<file path="config.mk">
export PLATFORM = sky130hd
export DESIGN_NAME = jtag_uart_response_encoder_flat
export DESIGN_NICKNAME = d
export VERILOG_FILES = /design/src/rtl/jtag_uart_response_encoder_if.sv /design/src/rtl/jtag_uart_response_encoder.sv /design/src/flat_wrapper.sv
export SDC_FILE = /design/constraint.sdc
export NUM_CORES = 1
export LEC_CHECK = 0
export CORE_MARGIN = 1.5
export CORE_UTILIZATION = 55
export DETAILED_ROUTE_END_ITERATION = 8
export GPL_TIMING_DRIVEN = 0
export HOLD_SLACK_MARGIN = 0.03
export PLACE_DENSITY = 0.8
export SLEW_MARGIN = 20
export SYNTH_ARGS = -nofsm -noshare
export SYNTH_HDL_FRONTEND = slang
export SYNTH_SLANG_ARGS = --single-unit
</file>
<file path="constraint.sdc">
create_clock -name iCLK -period 8.6 [get_ports iCLK]
set_input_delay 1.72 -clock iCLK [delete_from_list [all_inputs] [get_ports iCLK]]
set_output_delay 1.72 -clock iCLK [all_outputs]
set_load 0.1 [all_outputs]
</file>
<file path="src/rtl/jtag_uart_response_encoder_if.sv">
// Signal bundle for the JTAG-UART response encoder. It carries the payload push, the
// token handshake and the Avalon-MM master port toward the JTAG-UART slave.
interface jtag_uart_response_encoder_if #(
   parameter int unsigned FIFO_DEPTH = 16
);
   localparam int unsigned LW = $clog2(FIFO_DEPTH) + 1;

   logic [7:0]    iDATA;
   logic          iDATA_VALID;
   logic          oDATA_READY;
   logic          iTOKEN_VALID;
   logic [7:0]    iTOKEN_CODE;
   logic          oTOKEN_ACCEPT;
   logic [LW-1:0] oFIFO_LEVEL;
   logic          oBUSY;
   logic          oJTAG_SLAVE_ADDR;
   logic          oJTAG_SLAVE_RDREQ;
   logic [31:0]   iJTAG_SLAVE_RDDATA;
   logic          oJTAG_SLAVE_WRREQ;
   logic [31:0]   oJTAG_SLAVE_WRDATA;
   logic          iJTAG_SLAVE_WAIT;

   // Encoder side
   modport slave (
      input  iDATA, iDATA_VALID, iTOKEN_VALID, iTOKEN_CODE,
      input  iJTAG_SLAVE_RDDATA, iJTAG_SLAVE_WAIT,
      output oDATA_READY, oTOKEN_ACCEPT, oFIFO_LEVEL, oBUSY,
      output oJTAG_SLAVE_ADDR, oJTAG_SLAVE_RDREQ, oJTAG_SLAVE_WRREQ, oJTAG_SLAVE_WRDATA
   );

   // Environment side: payload/token source plus the JTAG-UART slave
   modport master (
      output iDATA, iDATA_VALID, iTOKEN_VALID, iTOKEN_CODE,
      output iJTAG_SLAVE_RDDATA, iJTAG_SLAVE_WAIT,
      input  oDATA_READY, oTOKEN_ACCEPT, oFIFO_LEVEL, oBUSY,
      input  oJTAG_SLAVE_ADDR, oJTAG_SLAVE_RDREQ, oJTAG_SLAVE_WRREQ, oJTAG_SLAVE_WRDATA
   );
endinterface

</file>
<file path="src/rtl/jtag_uart_response_encoder.sv">
// Host-bound transmit path: payload FIFO plus escape/token framing. Every byte is written
// to the JTAG-UART data register only after a control-register poll shows enough space.
module jtag_uart_response_encoder #(
   parameter int unsigned FIFO_DEPTH  = 16,
   parameter logic [7:0]  ESC_BYTE    = 8'hFE,
   parameter logic [7:0]  ESC_LITERAL = 8'h00
) (
   input  logic                          iCLK,
   input  logic                          iRST_N,
   jtag_uart_response_encoder_if.slave   bus
);
   localparam int unsigned AW = $clog2(FIFO_DEPTH);
   localparam int unsigned LW = AW + 1;

   typedef enum logic [2:0] {S_IDLE, S_POLL, S_POLL_GAP, S_WR0, S_WR1} state_t;

   state_t        r_state;
   logic [7:0]    r_mem [FIFO_DEPTH];
   logic [AW-1:0] r_wr_ptr;
   logic [AW-1:0] r_rd_ptr;
   logic [LW-1:0] r_count;
   logic [7:0]    r_byte0;
   logic [7:0]    r_byte1;
   logic          r_two;
   logic          r_addr;
   logic          r_rdreq;
   logic          r_wrreq;
   logic [7:0]    r_wrbyte;
   logic          r_tok_acc;

   logic          w_full;
   logic          w_empty;
   logic          w_push;
   logic          w_pop;
   logic [7:0]    w_head;
   logic [15:0]   w_wspace;
   logic [15:0]   w_need;
   logic          w_unused;

   assign w_full   = (r_count == LW'(FIFO_DEPTH));
   assign w_empty  = (r_count == '0);
   assign w_push   = bus.iDATA_VALID && !w_full;
   // Tokens win over payload, so a pending token blocks the pop.
   assign w_pop    = (r_state == S_IDLE) && !bus.iTOKEN_VALID && !w_empty;
   assign w_head   = r_mem[r_rd_ptr];
   assign w_wspace = bus.iJTAG_SLAVE_RDDATA[31:16];
   assign w_need   = r_two ? 16'd2 : 16'd1;
   assign w_unused = ^bus.iJTAG_SLAVE_RDDATA[15:0];

   always_ff @(posedge iCLK) begin
      if (w_push) begin
         r_mem[r_wr_ptr] <= bus.iDATA;
      end
   end

   always_ff @(posedge iCLK or negedge iRST_N) begin
      if (!iRST_N) begin
         r_wr_ptr <= '0;
         r_rd_ptr <= '0;
         r_count  <= '0;
      end else begin
         if (w_push) begin
            r_wr_ptr <= r_wr_ptr + AW'(1);
         end
         if (w_pop) begin
            r_rd_ptr <= r_rd_ptr + AW'(1);
         end
         case ({w_push, w_pop})
            2'b10:   r_count <= r_count + LW'(1);
            2'b01:   r_count <= r_count - LW'(1);
            default: r_count <= r_count;
         endcase
      end
   end

   always_ff @(posedge iCLK or negedge iRST_N) begin
      if (!iRST_N) begin
         r_state   <= S_IDLE;
         r_byte0   <= '0;
         r_byte1   <= '0;
         r_two     <= 1'b0;
         r_addr    <= 1'b0;
         r_rdreq   <= 1'b0;
         r_wrreq   <= 1'b0;
         r_wrbyte  <= '0;
         r_tok_acc <= 1'b0;
      end else begin
         r_tok_acc <= 1'b0;
         case (r_state)
            S_IDLE: begin
               if (bus.iTOKEN_VALID) begin
                  r_byte0   <= ESC_BYTE;
                  r_byte1   <= bus.iTOKEN_CODE;
                  r_two     <= 1'b1;
                  r_tok_acc <= 1'b1;
                  r_addr    <= 1'b1;
                  r_rdreq   <= 1'b1;
                  r_state   <= S_POLL;
               end else if (!w_empty) begin
                  if (w_head == ESC_BYTE) begin
                     r_byte0 <= ESC_BYTE;
                     r_two   <= 1'b1;
                  end else begin
                     r_byte0 <= w_head;
                     r_two   <= 1'b0;
                  end
                  r_byte1 <= ESC_LITERAL;
                  r_addr  <= 1'b1;
                  r_rdreq <= 1'b1;
                  r_state <= S_POLL;
               end
            end
            S_POLL: begin
               if (!bus.iJTAG_SLAVE_WAIT) begin
                  r_rdreq <= 1'b0;
                  r_addr  <= 1'b0;
                  // The whole pair must fit, so a pair is never split across polls.
                  if (w_wspace >= w_need) begin
                     r_wrreq  <= 1'b1;
                     r_wrbyte <= r_byte0;
                     r_state  <= S_WR0;
                  end else begin
                     r_state <= S_POLL_GAP;
                  end
               end
            end
            S_POLL_GAP: begin
               r_addr  <= 1'b1;
               r_rdreq <= 1'b1;
               r_state <= S_POLL;
            end
            S_WR0: begin
               if (!bus.iJTAG_SLAVE_WAIT) begin
                  if (r_two) begin
                     r_wrbyte <= r_byte1;
                     r_state  <= S_WR1;
                  end else begin
                     r_wrreq <= 1'b0;
                     r_state <= S_IDLE;
                  end
               end
            end
            S_WR1: begin
               if (!bus.iJTAG_SLAVE_WAIT) begin
                  r_wrreq <= 1'b0;
                  r_state <= S_IDLE;
               end
            end
            default: begin
               r_addr  <= 1'b0;
               r_rdreq <= 1'b0;
               r_wrreq <= 1'b0;
               r_state <= S_IDLE;
            end
         endcase
      end
   end

   assign bus.oDATA_READY        = !w_full;
   assign bus.oFIFO_LEVEL        = r_count;
   assign bus.oTOKEN_ACCEPT      = r_tok_acc;
   assign bus.oBUSY              = (r_state != S_IDLE);
   assign bus.oJTAG_SLAVE_ADDR   = r_addr;
   assign bus.oJTAG_SLAVE_RDREQ  = r_rdreq;
   assign bus.oJTAG_SLAVE_WRREQ  = r_wrreq;
   assign bus.oJTAG_SLAVE_WRDATA = {24'd0, r_wrbyte};

endmodule
</file>
<file path="src/flat_wrapper.sv">
// flat-port wrapper written by rule: the top's interface ports become plain ports
module jtag_uart_response_encoder_flat 
#(
   parameter int unsigned FIFO_DEPTH  = 16,
   parameter logic [7:0]  ESC_BYTE    = 8'hFE,
   parameter logic [7:0]  ESC_LITERAL = 8'h00
)
  (iCLK, iRST_N, bus_iDATA, bus_iDATA_VALID, bus_iTOKEN_VALID, bus_iTOKEN_CODE, bus_iJTAG_SLAVE_RDDATA, bus_iJTAG_SLAVE_WAIT, bus_oDATA_READY, bus_oTOKEN_ACCEPT, bus_oFIFO_LEVEL, bus_oBUSY, bus_oJTAG_SLAVE_ADDR, bus_oJTAG_SLAVE_RDREQ, bus_oJTAG_SLAVE_WRREQ, bus_oJTAG_SLAVE_WRDATA);
  jtag_uart_response_encoder_if #(.FIFO_DEPTH(FIFO_DEPTH)) bus_i ();
  input  logic iCLK;
  input  logic iRST_N;
  input wire logic [$bits(bus_i.iDATA)-1:0] bus_iDATA;
  input wire logic [$bits(bus_i.iDATA_VALID)-1:0] bus_iDATA_VALID;
  input wire logic [$bits(bus_i.iTOKEN_VALID)-1:0] bus_iTOKEN_VALID;
  input wire logic [$bits(bus_i.iTOKEN_CODE)-1:0] bus_iTOKEN_CODE;
  input wire logic [$bits(bus_i.iJTAG_SLAVE_RDDATA)-1:0] bus_iJTAG_SLAVE_RDDATA;
  input wire logic [$bits(bus_i.iJTAG_SLAVE_WAIT)-1:0] bus_iJTAG_SLAVE_WAIT;
  output wire logic [$bits(bus_i.oDATA_READY)-1:0] bus_oDATA_READY;
  output wire logic [$bits(bus_i.oTOKEN_ACCEPT)-1:0] bus_oTOKEN_ACCEPT;
  output wire logic [$bits(bus_i.oFIFO_LEVEL)-1:0] bus_oFIFO_LEVEL;
  output wire logic [$bits(bus_i.oBUSY)-1:0] bus_oBUSY;
  output wire logic [$bits(bus_i.oJTAG_SLAVE_ADDR)-1:0] bus_oJTAG_SLAVE_ADDR;
  output wire logic [$bits(bus_i.oJTAG_SLAVE_RDREQ)-1:0] bus_oJTAG_SLAVE_RDREQ;
  output wire logic [$bits(bus_i.oJTAG_SLAVE_WRREQ)-1:0] bus_oJTAG_SLAVE_WRREQ;
  output wire logic [$bits(bus_i.oJTAG_SLAVE_WRDATA)-1:0] bus_oJTAG_SLAVE_WRDATA;
  assign bus_i.iDATA = bus_iDATA;
  assign bus_i.iDATA_VALID = bus_iDATA_VALID;
  assign bus_i.iTOKEN_VALID = bus_iTOKEN_VALID;
  assign bus_i.iTOKEN_CODE = bus_iTOKEN_CODE;
  assign bus_i.iJTAG_SLAVE_RDDATA = bus_iJTAG_SLAVE_RDDATA;
  assign bus_i.iJTAG_SLAVE_WAIT = bus_iJTAG_SLAVE_WAIT;
  assign bus_oDATA_READY = bus_i.oDATA_READY;
  assign bus_oTOKEN_ACCEPT = bus_i.oTOKEN_ACCEPT;
  assign bus_oFIFO_LEVEL = bus_i.oFIFO_LEVEL;
  assign bus_oBUSY = bus_i.oBUSY;
  assign bus_oJTAG_SLAVE_ADDR = bus_i.oJTAG_SLAVE_ADDR;
  assign bus_oJTAG_SLAVE_RDREQ = bus_i.oJTAG_SLAVE_RDREQ;
  assign bus_oJTAG_SLAVE_WRREQ = bus_i.oJTAG_SLAVE_WRREQ;
  assign bus_oJTAG_SLAVE_WRDATA = bus_i.oJTAG_SLAVE_WRDATA;
  jtag_uart_response_encoder #(.FIFO_DEPTH(FIFO_DEPTH), .ESC_BYTE(ESC_BYTE), .ESC_LITERAL(ESC_LITERAL)) u_core (.iCLK(iCLK), .iRST_N(iRST_N), .bus(bus_i));
endmodule
</file>
==> summary.txt, run 1 <==
Placement
  • GP Congestion: about 0.85
  • Placed Cells: ~700
  • Post-DP HPWL: 9.30 mm
  • Port bufs: 55
  • Dpl cell area: slightly above 8000 sq um

Synth
  • Complex-gate fraction of the synthesized area: 0.0649
  • Synthesized area per cell: around 16 sq um
  • Yosys reg bits: between 150 and 200
  • Yosys cell types: 43
  • Gate Count Post-Synth: between 400 and 500
  • Largest family of logic cells by synthesized area: multiplexers
  • Post-Synth Simple-Gate Area: 0.0498
  • Seq/Total Area, Yosys: 0.684
  • FFs w/ async S/R, synth: 0.256
  • Main synth FF type: edfxtp_1
  • Post-synthesis mux area share: 0.116
  • Post-synth EDFFs: between 100 and 150
  • Ys Warns: 0
  • Xor/xnor share of the synthesized area: 0.0133
  • Post-Synth Adder-Cell Area: 0.0218
  • Netlist Area Pre-Place: 7230 sq um

Final layout
  • Fillcell total: 828
  • Final net count: around 600
  • Final Core Density: 0.684
  • Number of diodes: 0
  • Area Growth Syn to Fin: 20.3%
  • Commonest non-fill, non-tap cells in the layout: edfxtp_1 (128), clkdlybuf4s50_1 (54), dfrtp_1 (44)
  • Cell area after layout: approximately 8700 sq um
  • Share of cells above drive strength 1: 0.180
  • Final cell count without fillers: between 700 and 800
  • Commonest non-fill, non-tap cell in the layout: edfxtp_1

STA
  • Min Tclk post-route: around 4.1 ns
  • Final hold violations: 0
  • Slew HR: 0.343
  • Slew Limit Fails: 0
  • Worst Skew: ~0.0086 ns
  • Worst Tran Pin Value: about 0.98 ns
  • Peak Freq: roughly 0.24 GHz
  • Setup Viol. Count Final: 0
  • RSZ-0062 raised after global routing: no
  • Hold WS: ~0.51 ns
  • Final worst path period share: 0.481
  • Setup TNS Final: 0 ns

Power
  • Power Dens Cells: ~360 nW/um^2
  • Leak pwr: between 3 and 4 nW
  • Worst VDD drop: between 0.0002 and 0.0003 V

Drt
  • Vias: 4,131
  • Routed WL: roughly 14 mm
  • Vias per cell: ~5.7
  • TritonRoute pass-1 iters: 5
  • Drt first-iter violations: 410
  • Average wire per standard cell: ~20 um
  • DRT antenna net count: 0
  • DRC: 0

GRT
  • Vias in the first global route: around 4,200
  • First-pass GRT wire length: roughly 23 mm
  • Largest net degree at the start of global routing: 26
  • Initial antenna violation count: 0
  • All-Layer GR Usage: 0.223
  • Gr ovfl total: 0

Clock network
  • Skew-Pair Late Insertion Delay: 0.43 ns
  • CTS buffer count: 17
  • Clock Path Buffers: 2
  • Worst-path clk slew: around 0.070 ns
  • CTS tree: yes
  • CTS Root Cell: clkbuf_16
  • Post-CTS Setup Bufs: 0
  • Post-cts sizing count: 0
  • Cts hold-fix bufs: 0
  • Number of H-tree levels: 4
  • Clock sink total: ~170

Hold path
  • Hold endpoint: u_core.r_byte1[6]$_DFFE_PN0P_
  • Hold depth: 1
  • Class of the worst hold path: reg -> reg
  • Worst hold start: u_core.r_byte1[6]$_DFFE_PN0P_

Critical path
  • Setup slack, reg-to-reg: 5.42 ns
  • Worst reg-to-reg path cell count: 15
  • Crit path launch type: register
  • Worst R2R Start: u_core.bus.oFIFO_LEVEL[0]$_DFFE_PN0P_
  • Critical path class: reg -> out
  • CP Capture Type: output port
  • Worst Path Required: about 7 ns
  • CP arrival: about 2.4 ns
  • R2R Path End: u_core.bus.oFIFO_LEVEL[4]$_DFFE_PN0P_
  • Worst Path Max Fanout: 8

Floorplanning
  • DIE WIDTH: between 100 and 150 um
  • Core ar.: 12,700 sq um
  • Die Height: between 100 and 150 um
  • Io pins: 96
  • Initial Util: 0.568
  • Die area: between 10,000 and 15,000 sq um
  • Row cnt: 41

Outcome
  • Status: finished, final reports clean

Run
  • Max_cap viols: 0
[final cells by class]
cell class	count	area [sq um]	area share
Inverter	14	52.6	0.00604
Multi-Input combinational cell	231	2030	0.234
Clock inverter	15	158	0.0181
Sequential cell	172	4940	0.568
Clock buffer	17	425	0.0489
Buffer	45	307	0.0352
Timing Repair Buffer	56	566	0.0650
Tap cell	172	215	0.0247
[where the power goes]
group          total, mW  switching (mW)  leakage (nW)  internal (mW)
clock network      0.749           0.339         0.279          0.410
logic               1.24           0.816          1.30          0.427
registers           1.13          0.0796          1.67           1.05
total               3.12            1.23          3.25           1.89
[worst max path at each step]
stage / startpoint / to / slack, ns / cells past startpoint
6_report: u_core.r_state[2]$_DFFE_PN0P_ / bus_oBUSY / 4.46 / 4
2_1_floorplan: u_core.bus.oFIFO_LEVEL[0]$_DFFE_PN0P_ / u_core.bus.oFIFO_LEVEL[4]$_DFFE_PN0P_ / 4.72 / 14
5_1_grt: bus_iTOKEN_VALID / u_core.bus.oFIFO_LEVEL[4]$_DFFE_PN0P_ / 4.34 / 14
3_5_place_dp: bus_iTOKEN_VALID / u_core.bus.oFIFO_LEVEL[4]$_DFFE_PN0P_ / 4.10 / 14
4_1_cts: u_core.r_state[2]$_DFFE_PN0P_ / bus_oBUSY / 4.45 / 4
3_3_place_gp: bus_iDATA_VALID / u_core.r_mem[3][7]$_DFFE_PP_ / 4.18 / 5
[registers in the layout, indices dropped and copies added, names as in the netlist]
| signal | count |
|---|---|
| u_core.r_wrbyte | 8 |
| u_core.bus.oJTAG_SLAVE_ADDR | 1 |
| u_core.bus.oFIFO_LEVEL | 5 |
| u_core.r_wr_ptr | 4 |
| u_core.r_byte0 | 8 |
| u_core.r_rd_ptr | 4 |
| u_core.bus.oJTAG_SLAVE_WRREQ | 1 |
| u_core.r_state | 3 |
| u_core.r_mem | 128 |
| u_core.bus.oTOKEN_ACCEPT | 1 |
| u_core.r_two | 1 |
| u_core.r_byte1 | 8 |
[worst max-delay path, stage by stage, from the launching register on]
cell and delay, ns:
dfrtp_1 0.32, clkbuf_1 0.30, nor3_2 0.12, inv_1 0.10, clkdlybuf4s50_1 1.14
[kinds of logic after synthesis]
kind of cell               after synthesis
buffers and inverters                   59
muxes                                   40
adders and majority gates               12
DFF                                    172
xor gates and xnor gates                11
and+or+nand+nor                         78
other                                    1
AOI/OAI and AO/OA                       66
[synth_stat cells (all sizes together), types with 8 or more instances]
master	number	area, sq um
o21ai	8	40.0
a22oi	16	125
mux4	32	758
buf	37	277
xnor2	8	70.1
mux2i	8	80.1
edfxtp	128	3840
ha	11	138
clkbuf	8	30.0
nor2	24	90.1
a22o	9	78.8
a21oi	17	92.6
inv	14	52.6
dfrtp	44	1100
nand2	26	97.6
[metal layers]
| metal | wire length [um] | vias to the layer above | part of all wire | GRT usage |
|---|---|---|---|---|
| met4 | 162 | 0 | 0.011 | 0.0640 |
| met1 | 6120 | 2085 | 0.42 | 0.282 |
| li1 | - | 1840 | - | - |
| met3 | 1010 | 18 | 0.070 | 0.0683 |
| met2 | 7130 | 188 | 0.49 | 0.374 |
| met5 | 0 | - | 0 | 0 |
[through the flow]
stage / setup slack, ns / power, mW
floorplan: 4.72 / 2.06
global placement: 4.18 / 2.33
detailed placement: 4.10 / 2.37
CTS: 4.45 / 3.13
global route: 4.34 / 3.25
finish: 4.46 / 3.12
(Power assumes the default switching activity.)
==> run 2, diff against run 1 <==
CORE_UTILIZATION = 50   (was 55)
PLACE_DENSITY = 0.76   (was 0.8)
clock period = 3.4 ns   (was 8.6 ns; I/O delays follow)
==> summary.txt, run 2 (synthesis gave the netlist of run 1 again) <==
Outcome
  • Status: finished, final reports clean

Clock network
  • Clock Path Buffers: 2
  • Number of H-tree levels: 4
  • Cts hold-fix bufs: 0
  • CTS Root Cell: clkbuf_16
  • Skew-Pair Late Insertion Delay: 0.43 ns
  • Post-CTS Setup Bufs: 0
  • CTS tree: yes
  • Worst-path clk slew: roughly 0.060 ns
  • CTS buffer count: 17
  • Clock sink total: ~170
  • Post-cts sizing count: 0

STA
  • Slew HR: 0.341
  • Setup ws final: ~0.28 ns
  • Worst Skew: roughly 0.0075 ns
  • Final worst path period share: 0.917
  • Worst Tran Pin Value: roughly 1 ns
  • Final hold violations: 0
  • Min Tclk post-route: between 3 and 4 ns
  • Setup TNS Final: 0 ns
  • Slew Limit Fails: 0
  • RSZ-0062 raised after global routing: no
  • Peak Freq: around 0.32 GHz
  • Setup Viol. Count Final: 0

Final layout
  • Number of diodes: 0
  • Largest register FFs: approximately 130
  • Commonest non-fill, non-tap cells in the layout: edfxtp_1 (128), clkdlybuf4s50_1 (54), dfrtp_1 (39)
  • Area Growth Syn to Fin: 20.4%
  • Final net count: 602
  • Commonest non-fill, non-tap cell in the layout: edfxtp_1
  • Top reg by flops: u_core.r_mem
  • Cell area after layout: just under 9000 sq um
  • Share of cells above drive strength 1: 0.191

Drt
  • DRT antenna net count: 0
  • Average wire per standard cell: between 15 and 20 um
  • Vias per cell: 5.61
  • DRC: 0
  • Drt first-iter violations: approximately 430
  • Routed WL: between 10 and 15 mm
  • Vias: approximately 4,000
  • TritonRoute pass-1 iters: 5

GRT
  • Largest net degree at the start of global routing: 34
  • Initial antenna violation count: 0
  • Vias in the first global route: roughly 4,000
  • Gr ovfl total: 0
  • First-pass GRT wire length: around 22 mm
  • All-Layer GR Usage: 0.201

Placement
  • GP Congestion: between 0.8 and 0.9
  • Port bufs: 55
  • Dpl cell area: just over 8000 sq um
  • Place WS: between 0.008 and 0.009 ns
  • Post-DP HPWL: roughly 9.7 mm

Power
  • P_int: between 4 and 5 mW
  • Power Dens Cells: roughly 900 nW/um^2
  • Worst VDD drop: about 0.00042 V
  • Leak pwr: ~3.2 nW
  • Logic pwr share: 0.400
  • Switching power: 3.08 mW
  • Net Sw Frac: 0.393
  • Part of the power in registers: 0.364
  • Total power: 7.85 mW
  • Clock power frac: 0.236

Critical path
  • Critical path class: reg -> reg
  • CP Capture Type: register
  • Crit path launch type: register
  • Crit-path cells: nor4_2, nand2b_1, o21a_2, nand2b_1, buf_4, inv_1, ha_1, inv_1, fa_1, inv_1, a21o_1, a21oi_1, xnor2_1, nor2_1, xor2_1
  • Worst Path Max Fanout: 10
  • CP arrival: 3.43 ns
  • Crit path top cell by count: inv_1
  • Slowest stage cell, crit path: dfrtp_2
  • Worst R2R Start: u_core.bus.oFIFO_LEVEL[1]$_DFFE_PN0P_
  • CP startpoint: u_core.bus.oFIFO_LEVEL[1]$_DFFE_PN0P_
  • Worst path max stage delay: 0.44 ns
  • Worst reg-to-reg path cell count: 15
  • Worst Path Required: 3.71 ns

Floorplanning
  • Die Height: ~120 um
  • Core ar.: between 10,000 and 15,000 sq um
  • Initial Util: 0.517
  • Io pins: 96
  • Die area: between 15,000 and 20,000 sq um
  • Row cnt: 43
  • DIE WIDTH: between 100 and 150 um

Run
  • Max_cap viols: 0

Hold path
  • Class of the worst hold path: in -> async
## run 2: cell types whose count changed in the layout (fill, tap and decap cells not counted)
| cell | change |
|---|---|
| inv_6 | +1 |
| clkinv_4 | +2 |
| clkinv_2 | +1 |
| nor4_2 | +1 |
| nor4_1 | -1 |
| clkinvlp_4 | -2 |
| nand2_1 | -1 |
| dfrtp_2 | +5 |
| dfrtp_1 | -5 |
| clkinv_8 | -1 |
| clkbuf_1 | +1 |
| inv_8 | -2 |
| nand2_2 | +1 |
## run 2: metal layers
layer,global-route usage,share of wire,vias to the layer above
li1,-,-,1837
met1,0.266,0.41,2037
met3,0.0586,0.086,19
met2,0.320,0.49,199
met4,0.0682,0.013,0
met5,0,0,-
## run 2: critical path, delay by kind of cell (launching register included)
kind	cells	cell delay [ns]
and+or+nand+nor	4	0.70
AOI/OAI and AO/OA	3	0.60
adders and majority gates	2	0.49
buffers and inverters	4	0.47
DFF	1	0.44
xor gates and xnor gates	2	0.28
## run 2: layout make-up
type	count	area, sq um
Tap cell	180	225
Clock buffer	18	429
Clock inverter	14	135
Sequential cell	172	4950
Inverter	14	52.6
Timing Repair Buffer	56	566
Buffer	45	307
Fill cell	985	5280
Multi-Input combinational cell	231	2040
## run 2: path summary, 6_finish.rpt
check | slack [ns] | end
setup reg to reg | 0.28 | u_core.bus.oFIFO_LEVEL[4]$_DFFE_PN0P_
max in group asynchronous | 2.80 | u_core.r_wrbyte[4]$_DFFE_PN0P_
setup / recovery | 0.28 | u_core.bus.oFIFO_LEVEL[4]$_DFFE_PN0P_
hold / removal | 0.14 | u_core.bus.oJTAG_SLAVE_ADDR$_DFFE_PN0P_
min in group iCLK | 0.51 | u_core.bus.oFIFO_LEVEL[4]$_DFFE_PN0P_
hold reg to reg | 0.51 | u_core.bus.oFIFO_LEVEL[4]$_DFFE_PN0P_
## run 2: per-stage QoR
step / hold WS [ns] / std cells / utilization
after floorplan: 0.384 / 462 / -
after global placement: 0.488 / 697 / 0.579
after detailed placement: 0.488 / 698 / 0.582
after CTS: 0.135 / 730 / 0.622
after global routing: 0.147 / 730 / 0.622
final: 0.140 / 730 / 0.622
## run 2: power by group through the flow
stage          clock network (mW)  registers, mW  logic (mW)
2_1_floorplan                   0           3.47        1.75
3_3_place_gp                    0           2.87        3.05
3_5_place_dp                    0           2.89        3.13
4_1_cts                      1.88           2.85        3.15
5_1_grt                      1.97           2.89        3.35
6_report                     1.85           2.86        3.14
==> run 3, diff against run 2 <==
CORE_MARGIN = unset   (was 1.5)
PLACE_DENSITY = unset   (was 0.76)
PLACE_DENSITY_LB_ADDON = 0.08   (was unset)
==> summary.txt, run 3 (synthesis gave the netlist of run 1 again) <==
Critical path
  • Crit path launch type: register
  • Crit-path cells: nor4_4, nand2b_1, o21a_2, nand2b_1, buf_4, inv_1, ha_1, inv_1, fa_1, inv_1, a21o_1, a21oi_1, xnor2_1, nor2_1, xor2_1
  • Worst Path Required: between 3 and 4 ns
  • CP arrival: approximately 3.4 ns
  • CP Capture Type: register
  • Slowest stage cell, crit path: dfrtp_2
  • Buffers & Inverters on Critical Path: 4
  • Critical path class: reg -> reg
  • Crit path top cell by count: inv_1
  • Worst Path Max Fanout: 10
  • Worst path max stage delay: 0.45 ns
  • Top delay family on crit path: simple AND/OR/NAND/NOR gates

Outcome
  • Status: finished, final reports clean

STA
  • Worst Skew: 0.0189 ns
  • RSZ-0062 raised after global routing: no
  • Slew HR: 0.347
  • Final worst path period share: 0.919
  • Setup Viol. Count Final: 0
  • Peak Freq: ~0.32 GHz
  • Worst Tran Pin Value: 0.976 ns
  • Slew Limit Fails: 0
  • Min Tclk post-route: 3.12 ns
  • Final hold violations: 0

Power
  • Leak pwr: between 3 and 4 nW
  • Worst VDD drop: a little over 0.0005 V
  • Power Dens Cells: ~910 nW/um^2
  • Total power: just under 8 mW

Final layout
  • Commonest non-fill, non-tap cell in the layout: edfxtp_1
  • Fillcell total: around 1,000
  • Final cell count without fillers: between 700 and 800
  • Commonest non-fill, non-tap cells in the layout: edfxtp_1 (128), clkdlybuf4s50_1 (54), dfrtp_1 (39)
  • Top reg by flops: u_core.r_mem
  • Final net count: 605
  • Final Core Density: 0.628
  • Share of cells above drive strength 1: 0.195
  • Area Growth Syn to Fin: 21.5%
  • Largest register FFs: around 130
  • Number of diodes: 0

Clock network
  • Clock Path Buffers: 2
  • CTS tree: yes
  • Number of H-tree levels: 4
  • CTS buffer count: 17
  • Worst-path clk slew: 0.06 ns
  • Clock sink total: around 170
  • Cts hold-fix bufs: 0
  • Skew-Pair Late Insertion Delay: ~0.43 ns
  • CTS Root Cell: clkbuf_16

Floorplanning
  • Die area: 14,900 sq um
  • Row cnt: 43
  • Initial Util: 0.517
  • Io pins: between 90 and 100
  • DIE WIDTH: approximately 120 um
  • Core ar.: 14,000 sq um
  • Die Height: ~120 um

Hold path
  • Class of the worst hold path: in -> async

GRT
  • Vias in the first global route: roughly 4,000
  • Largest net degree at the start of global routing: 29
  • All-Layer GR Usage: 0.208
  • Gr ovfl total: 0
  • First-pass GRT wire length: 21.8 mm
  • Initial antenna violation count: 0

Drt
  • Routed WL: approximately 14 mm
  • TritonRoute pass-1 iters: 5
  • Average wire per standard cell: between 15 and 20 um
  • DRT antenna net count: 0
  • DRC: 0
  • Vias per cell: between 5 and 6
  • Drt first-iter violations: 310
  • Vias: ~4,000

Placement
  • GP Congestion: just over 0.8
  • Port bufs: 55
  • Placed Cells: 701
  • Post-DP HPWL: ~10 mm

Run
  • Max_cap viols: 0
## run 3: area by class of cell
cell class / count / area (sq um) / area share
sequential: 172 / 4950 / 0.564
multi-input combinational: 231 / 2050 / 0.233
timing repair buffer: 59 / 588 / 0.0670
clock buffer: 18 / 429 / 0.0489
buffer: 45 / 307 / 0.0349
tap: 180 / 225 / 0.0256
clock inverter: 14 / 181 / 0.0207
inverter: 14 / 52.6 / 0.00598
## run 3: metrics by stage
stage               area (sq um)  hold WS, ns  setup TNS (ns)  setup slack, ns
floorplan                   7320        0.384               0           0.0224
global placement            8100        0.488          -0.703          -0.0746
detailed placement          8160        0.488         -0.0397          -0.0397
CTS                         8770        0.182               0          0.00530
global route                8780        0.190               0          0.00195
finish                      8780        0.191               0            0.275
## run 3: power breakdown
| part | leakage [nW] | switching [mW] | internal, mW |
|---|---|---|---|
| clock network | 0.292 | 0.801 | 1.17 |
| registers | 1.67 | 0.204 | 2.66 |
| logic | 1.32 | 2.02 | 1.09 |
## run 3: metal layers
metal,global-route usage,share of wire
met2,0.350,0.51
met5,0,0
met1,0.260,0.41
met4,0.0854,0.017
met3,0.0488,0.058
## run 3: repair_timing
item / CTS / global route
buffers inserted: 0 / 0
setup endpoints to repair: 0 / 2
gates resized for setup: 0 / 2
## run 3: worst paths after layout
| kind | start | endpoint | slack [ns] | depth (start not counted) |
|---|---|---|---|---|
| setup / recovery | u_core.bus.oFIFO_LEVEL[1]$_DFFE_PN0P_ | u_core.bus.oFIFO_LEVEL[4]$_DFFE_PN0P_ | 0.28 | 15 |
| hold / removal | iRST_N | u_core.r_byte1[1]$_DFFE_PN0P_ | 0.19 | 1 |
| setup reg to reg | u_core.bus.oFIFO_LEVEL[1]$_DFFE_PN0P_ | u_core.bus.oFIFO_LEVEL[4]$_DFFE_PN0P_ | 0.28 | 15 |
| hold reg to reg | u_core.bus.oFIFO_LEVEL[4]$_DFFE_PN0P_ | u_core.bus.oFIFO_LEVEL[4]$_DFFE_PN0P_ | 0.50 | 1 |
| max in group asynchronous | iRST_N | u_core.bus.oFIFO_LEVEL[1]$_DFFE_PN0P_ | 2.70 | 2 |
| min in group iCLK | u_core.bus.oFIFO_LEVEL[4]$_DFFE_PN0P_ | u_core.bus.oFIFO_LEVEL[4]$_DFFE_PN0P_ | 0.50 | 1 |
## run 3: worst register-to-register path, stage by stage (launching register included)
cell,delay (ns)
dfrtp_2,0.45
nor4_4,0.34
nand2b_1,0.16
o21a_2,0.28
nand2b_1,0.09
buf_4,0.17
inv_1,0.15
ha_1,0.29
inv_1,0.12
fa_1,0.21
inv_1,0.05
a21o_1,0.17
a21oi_1,0.19
xnor2_1,0.14
nor2_1,0.06
xor2_1,0.15
